## config.mk

```make
export PLATFORM = sky130hd
export DESIGN_NAME = paralelo_serial
export DESIGN_NICKNAME = d
export VERILOG_FILES = /design/src/rtl/paralelo_serial_pkg.sv /design/src/rtl/paralelo_serial.sv
export SDC_FILE = /design/constraint.sdc
export NUM_CORES = 1
export LEC_CHECK = 0
export ABC_AREA = 1
export BUFFER_PORTS_ARGS = -buffer_cell sky130_fd_sc_hd__buf_2
export CAP_MARGIN = 20
export CORE_MARGIN = 2
export CORE_UTILIZATION = 47
export CTS_CLUSTER_DIAMETER = 100
export DETAILED_ROUTE_END_ITERATION = 7
export PLACE_DENSITY = 0.72
export SLEW_MARGIN = 20
export SYNTH_ARGS = -nofsm -noshare
export SYNTH_HDL_FRONTEND = slang
export SYNTH_SLANG_ARGS = --single-unit
```

## constraint.sdc

```tcl
create_clock -name clk_32f -period 1.35 [get_ports clk_32f]
set_input_delay 0 -clock clk_32f [delete_from_list [all_inputs] [get_ports clk_32f]]
set_output_delay 0 -clock clk_32f [all_outputs]
set_load 0.01 [all_outputs]
```

## src/rtl/paralelo_serial_pkg.sv

```systemverilog
`default_nettype none
// ============================================================================
// Module      : paralelo_serial_pkg
// Description : Shared PHY definitions for the serializer/deserializer pair:
//               comma symbol, byte width, activation comma count and the
//               transmitter state encoding.
// Revision    : 1.0 - initial release
// ============================================================================
package paralelo_serial_pkg;

    // Comma (COM) symbol. The receiver uses the same value for alignment.
    localparam logic [7:0] COM_SYM            = 8'hBC;
    localparam int         BYTE_W             = 8;
    // Must match the number of commas the receiver waits for before activating.
    localparam int         DEFAULT_MIN_COMMAS = 4;

    typedef enum logic [0:0] {
        ST_INIT   = 1'b0,
        ST_ACTIVE = 1'b1
    } ps_state_t;

endpackage : paralelo_serial_pkg
`default_nettype wire

```

## src/rtl/paralelo_serial.sv

```systemverilog
`default_nettype none
// ============================================================================
// Module      : paralelo_serial
// Description : Transmit-side byte serializer. Takes bytes through a
//               valid/ready handshake and shifts them out MSB-first, one bit
//               per clk_32f. Sends IDLE_SYM whenever no byte is offered and a
//               startup train of MIN_COMMAS IDLE_SYM bytes after reset.
// Revision    : 1.0 - initial release
// ----------------------------------------------------------------------------
// Ports
//   clk_32f    in   1  bit clock
//   reset_L    in   1  asynchronous active-low reset
//   data_in    in   8  byte to send (bit 7 first)
//   valid_in   in   1  data_in holds a byte to send
//   ready_out  out  1  byte taken at this edge when valid_in is high
//   data_out   out  1  registered serial bit stream
//   active_out out  1  startup comma train complete
// ============================================================================
module paralelo_serial
    import paralelo_serial_pkg::*;
#(
    parameter logic [7:0] IDLE_SYM   = COM_SYM,
    parameter int         MIN_COMMAS = DEFAULT_MIN_COMMAS   // legal 1..15
) (
    input  logic              clk_32f,
    input  logic              reset_L,
    input  logic [BYTE_W-1:0] data_in,
    input  logic              valid_in,
    output logic              ready_out,
    output logic              data_out,
    output logic              active_out
);

    localparam logic [3:0] c_MIN_COMMAS = 4'(MIN_COMMAS);
    // With a single required comma the reset byte alone satisfies the train.
    localparam ps_state_t  c_RST_STATE  = (MIN_COMMAS == 1) ? ST_ACTIVE : ST_INIT;

    ps_state_t         r_state;
    logic [2:0]        r_bit_cnt;
    logic [BYTE_W-1:0] r_byte;
    logic [3:0]        r_comma_cnt;
    logic              r_data_out;

    ps_state_t         w_state_nxt;
    logic [BYTE_W-1:0] w_byte_nxt;
    logic [3:0]        w_comma_nxt;
    logic [3:0]        w_comma_inc;
    logic [2:0]        w_bit_idx;
    logic              w_load;

    // MSB first: bit_cnt 0 selects bit 7.
    assign w_bit_idx   = 3'd7 - r_bit_cnt;
    // The LSB of the current byte leaves on the same edge the next byte loads,
    // so the stream has no gap between bytes.
    assign w_load      = (r_bit_cnt == 3'd7);
    assign w_comma_inc = r_comma_cnt + 4'd1;

    always_ff @(posedge clk_32f or negedge reset_L) begin
        if (!reset_L) begin
            r_state     <= c_RST_STATE;
            r_bit_cnt   <= 3'd0;
            r_byte      <= IDLE_SYM;
            r_comma_cnt <= 4'd1;        // the reset byte is comma #1
            r_data_out  <= 1'b0;
        end else begin
            r_state     <= w_state_nxt;
            r_bit_cnt   <= r_bit_cnt + 3'd1;
            r_byte      <= w_byte_nxt;
            r_comma_cnt <= w_comma_nxt;
            r_data_out  <= r_byte[w_bit_idx];
        end
    end

    always_comb begin
        w_state_nxt = r_state;
        w_byte_nxt  = r_byte;
        w_comma_nxt = r_comma_cnt;
        ready_out   = 1'b0;
        active_out  = 1'b0;

        case (r_state)
            ST_INIT: begin
                if (w_load) begin
                    w_byte_nxt  = IDLE_SYM;
                    w_comma_nxt = w_comma_inc;
                    if (w_comma_inc == c_MIN_COMMAS) begin
                        w_state_nxt = ST_ACTIVE;
                    end
                end
            end
            ST_ACTIVE: begin
                // Comma counter stays frozen; only reset leaves this state.
                active_out = 1'b1;
                ready_out  = w_load;
                if (w_load) begin
                    w_byte_nxt = valid_in ? data_in : IDLE_SYM;
                end
            end
            default: begin
                w_state_nxt = ST_INIT;
            end
        endcase
    end

    assign data_out = r_data_out;

endmodule : paralelo_serial
`default_nettype wire

```

==> reports/results.md, run 1 <==
### Worst setup path
* Critical Path Start Type: flip-flop
* beginning of the worst register-to-register path: r_bit_cnt[0]$_DFF_PN0_
* slowest CP cell: dfrtp_1
* worst endpoint required time: 1.35 ns
* maximum fanout count along the critical path: 5
* critical path, cell by cell: ha_2, ha_4, nand2_4, inv_4, buf_6
* category of the worst setup path capture point: primary output
* worst setup path startpoint: r_bit_cnt[0]$_DFF_PN0_
* stage delay of the slowest cell on the critical path: 0.39 ns
* signal arrival time at the worst endpoint: 1.30 ns
* type of the worst setup path: reg -> out

### Final layout
* layout cell share with drive strength beyond 1: 27.7%
* number of antenna cells inserted: 0
* Finished Layout Cells: 135
* filler instances: 120
* Design Area, Final: 1060 um2
* sequential cell area: 433 um2
* Multi-input gate area: 320 um2
* final net count: 135
* commonest cells after routing, fill and taps aside: nand2_1 (21), inv_1 (15), buf_2 (12)
* most common cell after layout, fill and taps aside: nand2_1
* Area growth, synth to finish: 33.9%

### Placement
* dpl cell area: 892 um2
* I/O Buffers: 13
* pre-CTS setup slack: 0.0359 ns
* final weighted congestion of routability-driven global placement: 0.826
* HPWL after detailed placement: 1120 um
* placed cell count: 120

### Floorplan
* area of the die: 2020 um2
* number of top-level design ports: 14
* effective utilization at floorplan: 51.2%
* die span in x: 45.0 um
* Floorplan Core Area: 1540 um2
* num rows: 14
* Die Height: 45.0 um

### Synth
* Synth Warn #: 0
* largest cells by area after synthesis: dfrtp_1 (35%), dfstp_2 (20%), nand2_1 (10%)
* Post-Syn Area: 790 um2
* sequential share of the synthesized area: 54.8%
* synthesized instance count: 89
* FF+latch count, synth: 17
* number of distinct library cells after synthesis: 15
* area share of the largest cell type after synthesis: 34.9%
* largest area contributor in the netlist: dfrtp_1
* average size of a mapped cell: 8.87 um2
* syn nets: 104

### CTS
* CTS sink count: 17
* clock transition at the registers of the reported paths: 0.09 ns
* root buffer cell: clkbuf_4
* CTS HTree Levels: 1
* buffer levels on the longest clock path: 2
* number of clock buffers inserted by TritonCTS: 3
* clock tree from TritonCTS: yes
* clock latency at the later pin of the worst-skew pair: 0.29 ns

### Routing
* number of DRC violations after detailed routing: 0
* total number of vias: 668
* drt first pass iters: 2
* routed length per placed instance: 11.7 um
* DRC marker count from the first detailed-route iteration: 5
* DR vias/cell: 4.95
* remaining number of nets flagged by the antenna check after routing: 0
* final wirelength: 1580 um

### Timing
* Slew HR: 75.7%
* Pins Over Slew Limit: 0
* minimum setup slack in the final design: 0.0516 ns
* count of final hold-check violations: 0
* Worst Clk Skew: 0.00420 ns
* Slew @ Worst Pin: 0.365 ns
* period utilization: 96.2%
* number of setup violations in the final report: 0
* post-route minimum period: 1.30 ns
* worst hold slack across all endpoints: 0.00305 ns
* highest achievable clock rate: 770 MHz

### Status
* run status: complete, no violations

### GRT
* maximum number of pins on one net before global-route repair: 18
* global-route wire length before repair: 2610 um
* GR Overflow Total: 0
* vias in the first global route: 642
* GRT Overall Usage: 18.3%
* antenna violations before repair: 0

### Min path
* path type of the worst min-delay path: in -> reg
* critical hold path startpoint: data_in[2]

### Flow run
* maxcap violations: 0

### Power and ir drop
* leakage power: 0.534 nW
* total power density per cell area: 822 nW/um2
* Peak supply drop: 0.568 mV

stage by stage:
stage	TNS, ns	power (mW)	util [%]
after floorplan	0	0.561	-
after global placement	0	0.592	57.9
after detailed placement	0	0.594	57.9
after CTS	0	0.882	66.7
after global routing	-0.000283	0.913	68.6
final	0	0.869	68.6
final cells by class:
cell class / count / share of cell area, %
well taps: 16 / 1.89
inverters: 17 / 6.27
multi-input cells: 55 / 30.3
flip-flops and latches: 17 / 40.9
repair buffers: 26 / 18.1
clock buffers: 4 / 2.49
worst paths after layout:
kind,depth (start not counted),end,slack [ns]
min in group asynchronous,2,r_comma_cnt[1]$_DFFE_PN0P_,0.15
worst max-delay path,5,ready_out,0.05
worst min-delay path,3,r_byte[2]$_DFFE_PN1P_,0.003
max in group asynchronous,2,r_byte[7]$_DFFE_PN1P_,0.90
worst max register to register,6,r_byte[2]$_DFFE_PN1P_,0.13
worst min register to register,2,r_byte[4]$_DFFE_PN1P_,0.49
cell usage after synthesis:
cell / n
ha_1: 4
o21ai_0: 1
nor2_1: 1
nand2_1: 22
nand4_2: 1
inv_1: 15
inv_2: 2
nand3_1: 8
xnor2_1: 2
dfstp_2: 6
a21oi_1: 5
nand4_1: 1
dfrtp_1: 11
nor3_1: 5
o21ai_1: 5
sequential cells by signal, indices dropped and copies added (netlist names):
register	flops
data_out	1
r_state	1
r_byte	8
r_bit_cnt	3
r_comma_cnt	4
cells by family after synthesis:
| group | synth area share, % |
|---|---|
| AOI/OAI and AO/OA | 6.97 |
| buffers and inverters | 8.08 |
| adders and majority gates | 6.34 |
| xor gates and xnor gates | 2.22 |
| and+or+nand+nor | 21.6 |
| DFF | 54.8 |
worst max-delay path: cells and delay by family (launching register included):
kind	cells	cell delay, ns
and+or+nand+nor	1	0.08
buffers and inverters	2	0.16
adders and majority gates	2	0.38
DFF	1	0.39
routing by layer:
metal	vias to the layer above	part of all wire (%)	GRT usage (%)
met1	305	44	21.8
li1	346	-	-
met5	-	0	0
met2	11	49	30.3
met3	6	3.0	2.80
met4	0	3.5	12.4
timing repair:
item | CTS | global route
endpoints found under the setup margin | 1 | 1
hold endpoints to repair | 24 | 0
gates resized for setup | 4 | 3
buffers inserted | 0 | 2
hold buffers | 9 | 0
pin swaps | 1 | 2
power breakdown:
group	switching (mW)	total [mW]	leakage, nW	internal, mW
logic	0.0357	0.0726	0.324	0.0369
clock network	0.149	0.264	0.0150	0.115
registers	0.00344	0.532	0.195	0.528
total	0.189	0.869	0.534	0.680
No activity file was read; power rests on OpenSTA's default activity.
==> run 2, diff against run 1 <==
- CORE_UTILIZATION: 47 -> 40
- PLACE_DENSITY: 0.72 -> unset
- SLEW_MARGIN: 20 -> 5
==> reports/results.md, run 2 (synthesis results as in run 1) <==
### Timing
* Worst Clk Skew: 0.00717 ns, +0.00297 ns
* period utilization: 94.6%, -1.6 points
* worst hold slack across all endpoints: -0.00210 ns, -0.00514 ns
* Slew HR: 75.3%, -0.37 points
* Pins Over Slew Limit: 0, unchanged
* count of final hold-check violations: 1, +1
* Slew @ Worst Pin: 0.370 ns, +0.00548 ns
* final-layout setup total negative slack: 0 ns, unchanged
* number of setup violations in the final report: 0, unchanged
* RSZ-0062 raised after global routing: false
* highest achievable clock rate: 783 MHz, +1.7%
* post-route minimum period: 1.28 ns, -0.0212 ns

### Worst setup path
* Critical Path Start Type: flip-flop
* signal arrival time at the worst endpoint: 1.28 ns, -0.02 ns
* type of the worst setup path: reg -> out
* maximum fanout count along the critical path: 5, unchanged
* worst endpoint required time: 1.35 ns, about the same
* category of the worst setup path capture point: primary output
* cell depth of the worst flop-to-flop path: 6, unchanged

### Final layout
* registers with the most flip-flops: r_byte (8), r_comma_cnt (4), r_bit_cnt (3)
* filler instances: 171, +43%
* number of antenna cells inserted: 0, unchanged
* Area growth, synth to finish: 33.6%
* flip-flop count of the largest register, all copies and words added: 8, unchanged
* final net count: 135, unchanged
* register ranked first by flip-flop count: r_byte
* most common cell after layout, fill and taps aside: nand2_1
* sequential cell area: 433 um2, unchanged
* layout cell share with drive strength beyond 1: 27.7%, unchanged
* Post-Route Utilization: 55.5%, -13 points
* Multi-input gate area: 315 um2, -1.6%
* commonest cells after routing, fill and taps aside: nand2_1 (21), inv_1 (15), buf_2 (13)

### GRT
* vias in the first global route: 663, +3.3%
* global-route wire length before repair: 2640 um, +1.3%
* GRT Overall Usage: 14.1%, -4.2 points
* antenna violations before repair: 0, unchanged
* maximum number of pins on one net before global-route repair: 18, unchanged
* GR Overflow Total: 0, unchanged

### Flow run
* maxcap violations: 0, unchanged

### Routing
* routed length per placed instance: 10.3 um, -12%
* DRC marker count from the first detailed-route iteration: 4, -1
* drt first pass iters: 3, +1
* number of DRC violations after detailed routing: 0, unchanged
* final wirelength: 1500 um, -5.2%
* remaining number of nets flagged by the antenna check after routing: 0, unchanged
* DR vias/cell: 4.39, -11%
* total number of vias: 641, -4.0%

### Floorplan
* Floorplan Core Area: 1900 um2, +23%
* Die Height: 48.4 um, +7.6%
* area of the die: 2340 um2, +16%
* number of top-level design ports: 14, unchanged
* die span in x: 48.4 um, +7.6%
* effective utilization at floorplan: 41.5%, -9.7 points
* num rows: 16, +2

### Min path
* path type of the worst min-delay path: in -> reg
* Hold Path Cell Cnt: 3, unchanged

### CTS
* clock transition at the registers of the reported paths: 0.10 ns, about the same
* clock tree from TritonCTS: yes
* buffer levels on the longest clock path: 2, unchanged
* root buffer cell: clkbuf_4
* CTS sink count: 17, unchanged
* number of clock buffers inserted by TritonCTS: 3, unchanged
* clock latency at the later pin of the worst-skew pair: 0.28 ns, about the same
* CTS HTree Levels: 1, unchanged

### Placement
* HPWL after detailed placement: 1060 um, -5.7%
* I/O Buffers: 13, unchanged
* final weighted congestion of routability-driven global placement: 0.749, -9.3%

### Power and ir drop
* leakage power: 0.535 nW, about the same
* Total Power: 0.858 mW, -1.2%
* total power density per cell area: 814 nW/um2, -0.99%
* Peak supply drop: 0.406 mV, -29%

### Status
* run status: complete, but fails checks
* violated checks: hold timing

## run 2: layer usage
| metal | routed length, um | GRT usage (%) | part of all wire, % |
|---|---|---|---|
| met1 | 686 | 16.9 | 46 |
| met2 | 759 | 25.2 | 51 |
| met3 | 40 | 2.78 | 2.7 |
| met5 | 0 | 0 | 0 |
| met4 | 12 | 4.76 | 0.80 |
## run 2: where the power goes
part	switching [mW]	leakage [nW]	internal (mW)	total, mW
Sequential	0.00391	0.195	0.529	0.532
Combinational	0.0340	0.324	0.0349	0.0689
Clock	0.142	0.0150	0.114	0.257
Total	0.180	0.535	0.678	0.858
## run 2: what timing repair did
item / CTS / global route
buffers inserted: 1 / 2
resized for setup: 1 / 3
hold endpoints to repair: 24 / 0
pin swaps: 1 / 1
endpoints found under the setup margin: 1 / 3
hold buffers: 8 / 0
## run 2: worst max-delay path, cell delays in order, from the launching register on
cell,delay (ns)
dfrtp_1,0.39
ha_2,0.20
ha_4,0.18
nand2_4,0.06
inv_2,0.04
buf_2,0.13
## run 2: area by class of cell
class | count | share of cell area [%]
sequential | 17 | 41.0
multi-input combinational | 55 | 29.9
timing repair buffer | 26 | 17.3
inverter | 17 | 6.05
tap | 27 | 3.20
clock buffer | 4 | 2.49
## run 2: metrics by stage
| step | hold slack [ns] | area (um2) | worst slack (ns) | cells |
|---|---|---|---|---|
| global route | 0.0111 | 1050 | 0.00770 | 146 |
| finish | -0.00210 | 1050 | 0.0728 | 146 |
| floorplan | -0.296 | 792 | 0.0304 | 89 |
| global placement | -0.0666 | 906 | 0.0879 | 131 |
| detailed placement | -0.0585 | 906 | 0.0510 | 131 |
| CTS | 0.00115 | 1020 | 0.00903 | 144 |
## run 2: final timing paths
path                                         endpoint                   start  slack [ns]
min in group asynchronous       r_byte[6]$_DFFE_PN0P_                 reset_L        0.16
max                                         ready_out  r_bit_cnt[1]$_DFF_PN0_        0.07
max reg2reg                     r_byte[5]$_DFFE_PN1P_  r_bit_cnt[1]$_DFF_PN0_        0.15
max in group asynchronous  r_comma_cnt[0]$_DFFE_PN1P_                 reset_L        0.88
min reg2reg                     r_byte[4]$_DFFE_PN1P_   r_byte[4]$_DFFE_PN1P_        0.49
min                             r_byte[7]$_DFFE_PN1P_              data_in[7]      -0.002
